===== config.mk =====
export PLATFORM = sky130hd
export DESIGN_NAME = btn_debounce_pulse_flat
export DESIGN_NICKNAME = d
export VERILOG_FILES = /design/src/rtl/btn_debounce_pulse_if.sv /design/src/rtl/btn_debounce_pulse.sv /design/src/flat_wrapper.sv
export SDC_FILE = /design/constraint.sdc
export NUM_CORES = 1
export LEC_CHECK = 0
export ABC_AREA = 1
export CAP_MARGIN = 20
export CORE_UTILIZATION = 59
export CTS_BUF_LIST = sky130_fd_sc_hd__clkbuf_4 sky130_fd_sc_hd__clkbuf_8 sky130_fd_sc_hd__clkbuf_16
export CTS_CLUSTER_DIAMETER = 150
export DETAILED_ROUTE_END_ITERATION = 10
export PLACE_DENSITY_LB_ADDON = 0.15
export SYNTH_ARGS = -nofsm -noshare
export SYNTH_HDL_FRONTEND = slang
export SYNTH_SLANG_ARGS = --single-unit

===== constraint.sdc =====
create_clock -name clk -period 2.1 [get_ports clk]
set_input_delay 0.42 -clock clk [delete_from_list [all_inputs] [get_ports clk]]
set_output_delay 0.42 -clock clk [all_outputs]
set_load 0.01 [all_outputs]

===== src/rtl/btn_debounce_pulse_if.sv =====
// Purpose: button-conditioner signal bundle (raw button in, clean level/strobes/state out).
// Latency: none, wires only.
// Backpressure: none; the strobes are fire-and-forget single-cycle enables.
interface btn_debounce_pulse_if;
    logic       btn_in;
    logic       btn_level;
    logic       press_pulse;
    logic       release_pulse;
    logic [1:0] state_dbg;

    // Consumer side: drives the raw button, observes the conditioned outputs.
    modport master (
        output btn_in,
        input  btn_level,
        input  press_pulse,
        input  release_pulse,
        input  state_dbg
    );

    // Debouncer side.
    modport slave (
        input  btn_in,
        output btn_level,
        output press_pulse,
        output release_pulse,
        output state_dbg
    );
endinterface


===== src/rtl/btn_debounce_pulse.sv =====
// Purpose: synchronise and debounce a raw pushbutton; clean level plus one-cycle press/release strobes.
// Latency: DEBOUNCE_CYCLES+3 clk edges from first stable input sample to level/strobe change.
// Backpressure: none; strobes are single-cycle and cannot be stalled by the consumer.
module btn_debounce_pulse #(
    parameter int DEBOUNCE_CYCLES = 1_000_000,
    parameter int CNT_W           = 20
) (
    input  logic               clk,
    input  logic               reset,
    btn_debounce_pulse_if.slave bus
);

    typedef enum logic [1:0] {
        IDLE         = 2'b00,
        PRESS_WAIT   = 2'b01,
        HELD         = 2'b10,
        RELEASE_WAIT = 2'b11
    } state_t;

    // Terminal count: the last of DEBOUNCE_CYCLES consecutive stable samples.
    localparam logic [CNT_W-1:0] CNT_LAST = CNT_W'(DEBOUNCE_CYCLES - 1);

    logic             s1;
    logic             s2;
    logic             btn_sync;
    state_t           state;
    logic [CNT_W-1:0] cnt;
    logic             level_q;
    logic             press_q;
    logic             release_q;

    // Two-flop synchroniser for the asynchronous button input.
    always_ff @(posedge clk) begin
        if (reset) begin
            s1 <= 1'b0;
            s2 <= 1'b0;
        end else begin
            s1 <= bus.btn_in;
            s2 <= s1;
        end
    end

    assign btn_sync = s2;

    // Debounce FSM: the counter qualifies a new level; any contrary sample falls back to the stable state.
    always_ff @(posedge clk) begin
        if (reset) begin
            state     <= IDLE;
            cnt       <= '0;
            level_q   <= 1'b0;
            press_q   <= 1'b0;
            release_q <= 1'b0;
        end else begin
            press_q   <= 1'b0;
            release_q <= 1'b0;
            case (state)
                IDLE: begin
                    level_q <= 1'b0;
                    if (btn_sync) begin
                        state <= PRESS_WAIT;
                        cnt   <= '0;
                    end
                end
                PRESS_WAIT: begin
                    level_q <= 1'b0;
                    if (!btn_sync) begin
                        state <= IDLE;
                        cnt   <= '0;
                    end else if (cnt == CNT_LAST) begin
                        state   <= HELD;
                        cnt     <= '0;
                        level_q <= 1'b1;
                        press_q <= 1'b1;
                    end else begin
                        cnt <= cnt + CNT_W'(1);
                    end
                end
                HELD: begin
                    level_q <= 1'b1;
                    if (!btn_sync) begin
                        state <= RELEASE_WAIT;
                        cnt   <= '0;
                    end
                end
                RELEASE_WAIT: begin
                    level_q <= 1'b1;
                    if (btn_sync) begin
                        state <= HELD;
                        cnt   <= '0;
                    end else if (cnt == CNT_LAST) begin
                        state     <= IDLE;
                        cnt       <= '0;
                        level_q   <= 1'b0;
                        release_q <= 1'b1;
                    end else begin
                        cnt <= cnt + CNT_W'(1);
                    end
                end
                default: begin
                    state   <= IDLE;
                    cnt     <= '0;
                    level_q <= 1'b0;
                end
            endcase
        end
    end

    assign bus.btn_level     = level_q;
    assign bus.press_pulse   = press_q;
    assign bus.release_pulse = release_q;
    assign bus.state_dbg     = state;

endmodule


===== src/flat_wrapper.sv =====
// flat-port wrapper written by rule: the top's interface ports become plain ports
module btn_debounce_pulse_flat 
#(
    parameter int DEBOUNCE_CYCLES = 1_000_000,
    parameter int CNT_W           = 20
)
  (clk, reset, bus_btn_in, bus_btn_level, bus_press_pulse, bus_release_pulse, bus_state_dbg);
  btn_debounce_pulse_if bus_i ();
  input  logic clk;
  input  logic reset;
  input wire logic [$bits(bus_i.btn_in)-1:0] bus_btn_in;
  output wire logic [$bits(bus_i.btn_level)-1:0] bus_btn_level;
  output wire logic [$bits(bus_i.press_pulse)-1:0] bus_press_pulse;
  output wire logic [$bits(bus_i.release_pulse)-1:0] bus_release_pulse;
  output wire logic [$bits(bus_i.state_dbg)-1:0] bus_state_dbg;
  assign bus_i.btn_in = bus_btn_in;
  assign bus_btn_level = bus_i.btn_level;
  assign bus_press_pulse = bus_i.press_pulse;
  assign bus_release_pulse = bus_i.release_pulse;
  assign bus_state_dbg = bus_i.state_dbg;
  btn_debounce_pulse #(.DEBOUNCE_CYCLES(DEBOUNCE_CYCLES), .CNT_W(CNT_W)) u_core (.clk(clk), .reset(reset), .bus(bus_i));
endmodule

==> summary.md, run 1 <==
| Metric | Value |
|---|---|
| FP Rows | `18` |
| Post-synthesis xor/xnor area fraction | `less than 1%` |
| Min cycle time layout | `roughly 1.8 ns` |
| Most common cell after layout, fill and taps aside | `nand2_1` |
| CP top delay family | `buffers and inverters` |
| IO buf count | `7` |
| Layout area overhead | `8.24%` |
| Layout cells sized above 1 | `under 10%` |
| Final max-slew violation count | `0` |
| Gr usage total | `between 20% and 30%` |
| WL final | `around 3.6 mm` |
| Worst hold endpoint | `u_core.btn_sync` |
| Diode count | `0` |
| Hold slack | `0.421 ns` |
| PostCTS Resize Cnt | `0` |
| Core Area | `approximately 0.0025 sq mm` |
| Main combinational cell family by area after synthesis | `simple AND/OR/NAND/NOR gates` |
| Post-synth top area cell | `dfxtp_1` |
| Vias | `1618` |
| R2r endpoint | `u_core.cnt[2]` |
| FF+latch count, synth | `27` |
| Synthesized net count | `about 260` |
| DIE HEIGHT | `~54 um` |
| Hold Crit Start | `u_core.s1` |
| Net switching power | `191 uW` |
| CP bufs+invs | `1` |
| Reg2reg start | `u_core.cnt[0]` |
| IR drop worst, VDD | `around 0.45 mV` |
| GP Congestion | `0.948` |
| Worst path slowest cell | `clkdlybuf4s50_1` |
| Final Power | `slightly below 800 uW` |
| Power density of the placed cells | `between 400 and 500 mW/mm^2` |
| Crit-path max FO | `7` |
| Clk slew on worst S/H paths | `about 0.15 ns` |
| Critical Path Source Type | `flip-flop` |
| F_max | `0.542 GHz` |
| Mux cell area share after synthesis | `0%` |
| Root Buffer | `clkbuf_4` |
| Leakage power | `a little over 0.0006 uW` |
| IO Pins | `8` |
| Uppermost layer routed | `met4` |
| Setup Fix Bufs, Post-CTS | `0` |
| DRT iter0 DRCs | `97` |
| Largest stage delay on the critical path | `approximately 0.59 ns` |
| Final net count | `between 200 and 300` |
| Syn_area_per_cell | `~6 sq um` |
| Met2 WL | `between 1.5 and 2 mm` |
| Post-synth top area share | `between 30% and 40%` |
| Final setup violation count | `0` |
| HP Class | `flip-flop to flip-flop` |
| Net Sw Frac | `approximately 24%` |
| First-pass GRT wire length | `approximately 5.7 mm` |
| Worst Hold Depth | `2` |
| Initial Utilization | `63.2%` |
| Post-Synth Simple-Gate Area | `46.2%` |
| Mapped Area | `about 0.0016 sq mm` |
| Seq/Total Area, Yosys | `between 30 and 40%` |
| Drt first pass iters | `5` |
| Synth cell types | `26` |
| Reg-to-reg setup timing slack | `around 0.41 ns` |
| Later-pin clock latency in the skew report | `roughly 0.33 ns` |
| CTS tree | `done` |
| Least-Margin Pin Slew | `around 0.34 ns` |
| Final hold violation count | `0` |
| Initial antenna violation count | `0` |
| Post-Syn Instances | `260` |
| Worst Path Required | `roughly 1.7 ns` |
| Setup TNS | `0 ns` |
| RSZ-0062 raised after global routing | `false` |
| Pin count of the biggest net entering global routing | `18` |
| Tcrit/Tclk final | `87.9%` |
| Relative slew slack | `between 70 and 80%` |
| Reg power frac | `between 60% and 70%` |
| Worst path cell trace | `clkdlybuf4s50_1` |
| Clock skew | `0.00169 ns` |
| Vias in the first global route | `~1300` |
| Int Pwr | `roughly 600 uW` |
| Area contributors post-synth | `dfxtp_1, nand2_1, nor2_1, inv_1, nand3_1` |
| Inserted Clock Buffers | `3` |
| Status | `finished, final reports clean` |
| Crit path DAT | `around 1.4 ns` |
| Critical path class | `flip-flop to output port` |
| M1 WL | `around 1.6 mm` |
| Clock Power Share | `between 20% and 30%` |
| Chip width | `around 54 um` |
| Hold-fix buffers, CTS | `0` |
| Synth Area in Compound Gates | `under 10%` |
| Adder-cell share of the synthesized area | `0.784%` |
| Combinational share of power | `~5.0%` |
| Overflow left after global routing | `0` |
| Vias per inst | `around 5.4` |
| DRC | `0` |
| Wire per inst | `11.9 um` |
| Maximum root-to-sink buffer count | `2` |
| H-tree level count | `1` |
| R2R cell count | `10` |
| Synthesis Warnings | `0` |
| Clock sinks | `27` |
| Met3 wire len | `approximately 250 um` |
| Endpoint class of the critical path | `output port` |
| Hpwl dp | `roughly 2.7 mm` |
| Antenna Nets Post-Route | `0` |
| Commonest cells after routing, fill and taps aside | `nand2_1, nor2_1, inv_1` |
| Die Area | `roughly 0.0029 sq mm` |
| Max-Cap Viols | `0` |
kinds of logic after synthesis:
| family | after synthesis |
|---|---|
| xor gates and xnor gates | 1 |
| DFF | 27 |
| and+or+nand+nor | 166 |
| adders and majority gates | 1 |
| buffers and inverters | 38 |
| AOI/OAI and AO/OA | 27 |
area by class of cell:
type / count / area, sq um
Clock buffer: 3 / 22.5
Sequential cell: 27 / 541
Multi-Input combinational cell: 195 / 903
Fill cell: 239 / 796
Clock inverter: 1 / 7.51
Inverter: 32 / 123
Timing Repair Buffer: 10 / 92.6
Tap cell: 30 / 37.5
worst max path at each step:
stage,from,endpoint,slack [ns],cells after the start
finish,u_core.bus.state_dbg[0],bus_state_dbg[0],0.25,1
detailed placement,u_core.cnt[1],u_core.cnt[2],0.42,10
floorplan,u_core.cnt[0],u_core.cnt[16],0.54,9
global route,u_core.bus.state_dbg[0],bus_state_dbg[0],0.19,1
global placement,u_core.cnt[0],u_core.cnt[2],0.48,10
CTS,u_core.bus.state_dbg[0],bus_state_dbg[0],0.24,1
Yosys cell counts:
master    instances
nand3_4           1
nand2_2           1
o21ai_0           8
nand4_1           7
buf_6             1
nor3_4            1
inv_1            30
a211oi_1          1
inv_4             1
nor3_1            9
nor2_2            1
nand2_1          78
and2_1            1
buf_2             2
inv_2             1
nand3_2           3
ha_1              1
dfxtp_1          27
clkbuf_1          2
o21bai_1          1
a21oi_1          17
nor2_1           43
xor2_1            1
nand3_1          20
nand2_4           1
clkbuf_2          1
routing by layer:
metal | up-vias | GRT usage, %
met5 | - | 0
met4 | 0 | 10.3
met3 | 7 | 3.11
met2 | 68 | 44.2
met1 | 698 | 37.0
li1 | 845 | -
state kept, by name, summed over array words and instances, names as in the netlist, named ones only:
name	cells
u_core.cnt	20
u_core.bus.release_pulse	1
u_core.bus.state_dbg	1
u_core.s1	1
u_core.btn_sync	1
u_core.bus.press_pulse	1
u_core.bus.btn_level	1
stage by stage:
stage	instances	area, sq um	util, %	setup WS [ns]
2_1_floorplan	260	1600	-	0.541
3_3_place_gp	294	1700	67.3	0.485
3_5_place_dp	294	1700	67.3	0.424
4_1_cts	298	1730	68.5	0.240
5_1_grt	298	1730	68.5	0.194
6_report	298	1730	68.5	0.253
power groups by stage:
| stage | registers (uW) | logic, uW | clock network (uW) |
|---|---|---|---|
| finish | 519 | 39.9 | 236 |
| global route | 520 | 44.9 | 254 |
| CTS | 519 | 40.1 | 244 |
| detailed placement | 530 | 40.0 | 0 |
| global placement | 530 | 40.7 | 0 |
| floorplan | 529 | 23.2 | 0 |
No activity file was read; power rests on OpenSTA's default activity.
==> run 2: changes to the inputs <==
- PLACE_DENSITY: unset -> 0.86
- PLACE_DENSITY_LB_ADDON: 0.15 -> unset
==> summary.md, run 2 (synthesized netlist as in run 1, its figures left out) <==
| Metric | Value |
|---|---|
| IO buf count | `7` |
| Overflow left after global routing | `0` |
| Later-pin clock latency in the skew report | `between 0.3 and 0.4 ns` |
| Worst Path Required | `between 1.5 and 2 ns` |
| Worst path slowest cell | `clkdlybuf4s50_1` |
| Least-Margin Pin Slew | `around 0.33 ns` |
| Status | `finished, final reports clean` |
| Layout cells sized above 1 | `about 6.4%` |
| Root Buffer | `clkbuf_4` |
| Chip width | `around 54 um` |
| Wire per inst | `about 12 um` |
| Pin count of the biggest net entering global routing | `22` |
| Max FFs per register | `20` |
| Inserted Clock Buffers | `3` |
| Most common cell after layout, fill and taps aside | `nand2_1` |
| Antenna Nets Post-Route | `0` |
| Gr usage total | `around 28%` |
| Hold-fix buffers, CTS | `0` |
| DIE HEIGHT | `between 50 and 60 um` |
| H-tree level count | `1` |
| Layout area overhead | `7.76%` |
| Most flops, register | `u_core.cnt` |
| Vias per inst | `between 5 and 6` |
| Crit-path max FO | `7` |
| CP top delay family | `buffers and inverters` |
| Initial Utilization | `between 60% and 70%` |
| Die Area | `around 0.003 sq mm` |
| Final net count | `roughly 270` |
| Pre-CTS setup slack | `approximately 0.40 ns` |
| WL final | `around 3.7 mm` |
| Final setup violation count | `0` |
| Clock skew | `around 0.0019 ns` |
| GP Congestion | `about 0.99` |
| Worst path cell trace | `clkdlybuf4s50_1` |
| RSZ-0062 raised after global routing | `false` |
| Crit path DAT | `1.39 ns` |
| Setup slack after layout | `between 0.2 and 0.3 ns` |
| Critical Path Source Type | `flip-flop` |
| Maximum root-to-sink buffer count | `2` |
| Reg2reg start | `u_core.cnt[1]` |
| Final hold violation count | `0` |
| FILL cells | `~240` |
| PostCTS Resize Cnt | `0` |
| FP Rows | `18` |
| Setup Fix Bufs, Post-CTS | `0` |
| Vias | `around 1600` |
| Drt first pass iters | `4` |
| Max-Cap Viols | `0` |
| CP bufs+invs | `1` |
| DRT iter0 DRCs | `66` |
| Final Cell Area | `0.00172 sq mm` |
| Critical path class | `flip-flop to output port` |
| IO Pins | `8` |
| Leakage power | `0.000617 uW` |
| Commonest cells after routing, fill and taps aside | `nand2_1, nor2_1, inv_1` |
| Hold slack | `approximately 0.42 ns` |
| Endpoint class of the critical path | `output port` |
| HP Class | `flip-flop to flip-flop` |
| F_max | `~0.55 GHz` |
| Placed Cells | `around 290` |
| Core Area | `0.00252 sq mm` |
| Final max-slew violation count | `0` |
| Tcrit/Tclk final | `a little under nine tenths` |
| Min cycle time layout | `roughly 1.8 ns` |
| Area after DPL | `0.00169 sq mm` |
| IR drop worst, VDD | `just under 0.4 mV` |
| DRC | `0` |
| CTS tree | `done` |
| Vias in the first global route | `1360` |
| First-pass GRT wire length | `roughly 6 mm` |
| Relative slew slack | `78.2%` |
| Clock sinks | `27` |
| Finished Layout Cells | `between 200 and 300` |
| Setup TNS | `0 ns` |
| Power density of the placed cells | `between 400 and 500 mW/mm^2` |
| Initial antenna violation count | `0` |
| Largest stage delay on the critical path | `slightly below 0.6 ns` |
| Hold Crit Start | `u_core.s1` |
| Clk slew on worst S/H paths | `roughly 0.14 ns` |
| Worst Setup SP | `u_core.bus.state_dbg[0]` |
| Diode count | `0` |
| Hpwl dp | `between 2 and 3 mm` |
-- run 2: worst paths after layout --
| kind | cells past startpoint | endpoint | slack [ns] |
|---|---|---|---|
| worst max-delay path | 1 | bus_state_dbg[0] | 0.29 |
| worst min register to register | 2 | u_core.btn_sync | 0.42 |
| worst max register to register | 10 | u_core.cnt[2] | 0.38 |
| worst min-delay path | 2 | u_core.btn_sync | 0.42 |
-- run 2: routing by layer --
metal  vias up  global-route usage [%]  routed length (um)
met3         5                    5.37                 273
li1        845                       -                   -
met5         -                       0                   0
met2        66                    46.3                1690
met1       711                    36.4                1670
met4         0                    12.0                  49
-- run 2: final cells by class --
| class | instances | area (sq um) | area share (%) |
|---|---|---|---|
| multi-input combinational | 195 | 903 | 52.5 |
| sequential | 27 | 541 | 31.4 |
| inverter | 32 | 123 | 7.13 |
| timing repair buffer | 9 | 85.1 | 4.95 |
| tap | 30 | 37.5 | 2.18 |
| clock buffer | 4 | 30.0 | 1.75 |
-- run 2: worst register-to-register path: stages, from the launching register on --
cell and delay, ns:
dfxtp_1 0.38, ha_1 0.31, inv_2 0.08, nor3_4 0.31, nand3_4 0.14, nand2_4 0.13
inv_4 0.10, nand2_1 0.07, nand2_1 0.05, nand2_1 0.05, inv_1 0.03
-- run 2: power by group --
part	switching, uW	total [uW]	internal (uW)
Sequential	3.36	519	515
Combinational	25.8	38.7	12.9
Clock	155	243	87.6
Total	184	800	616
-- run 2: stage by stage --
stage	power, uW	utilization [%]
floorplan	553	-
global placement	568	67.0
detailed placement	568	67.0
CTS	806	68.2
global route	827	68.2
finish	800	68.2
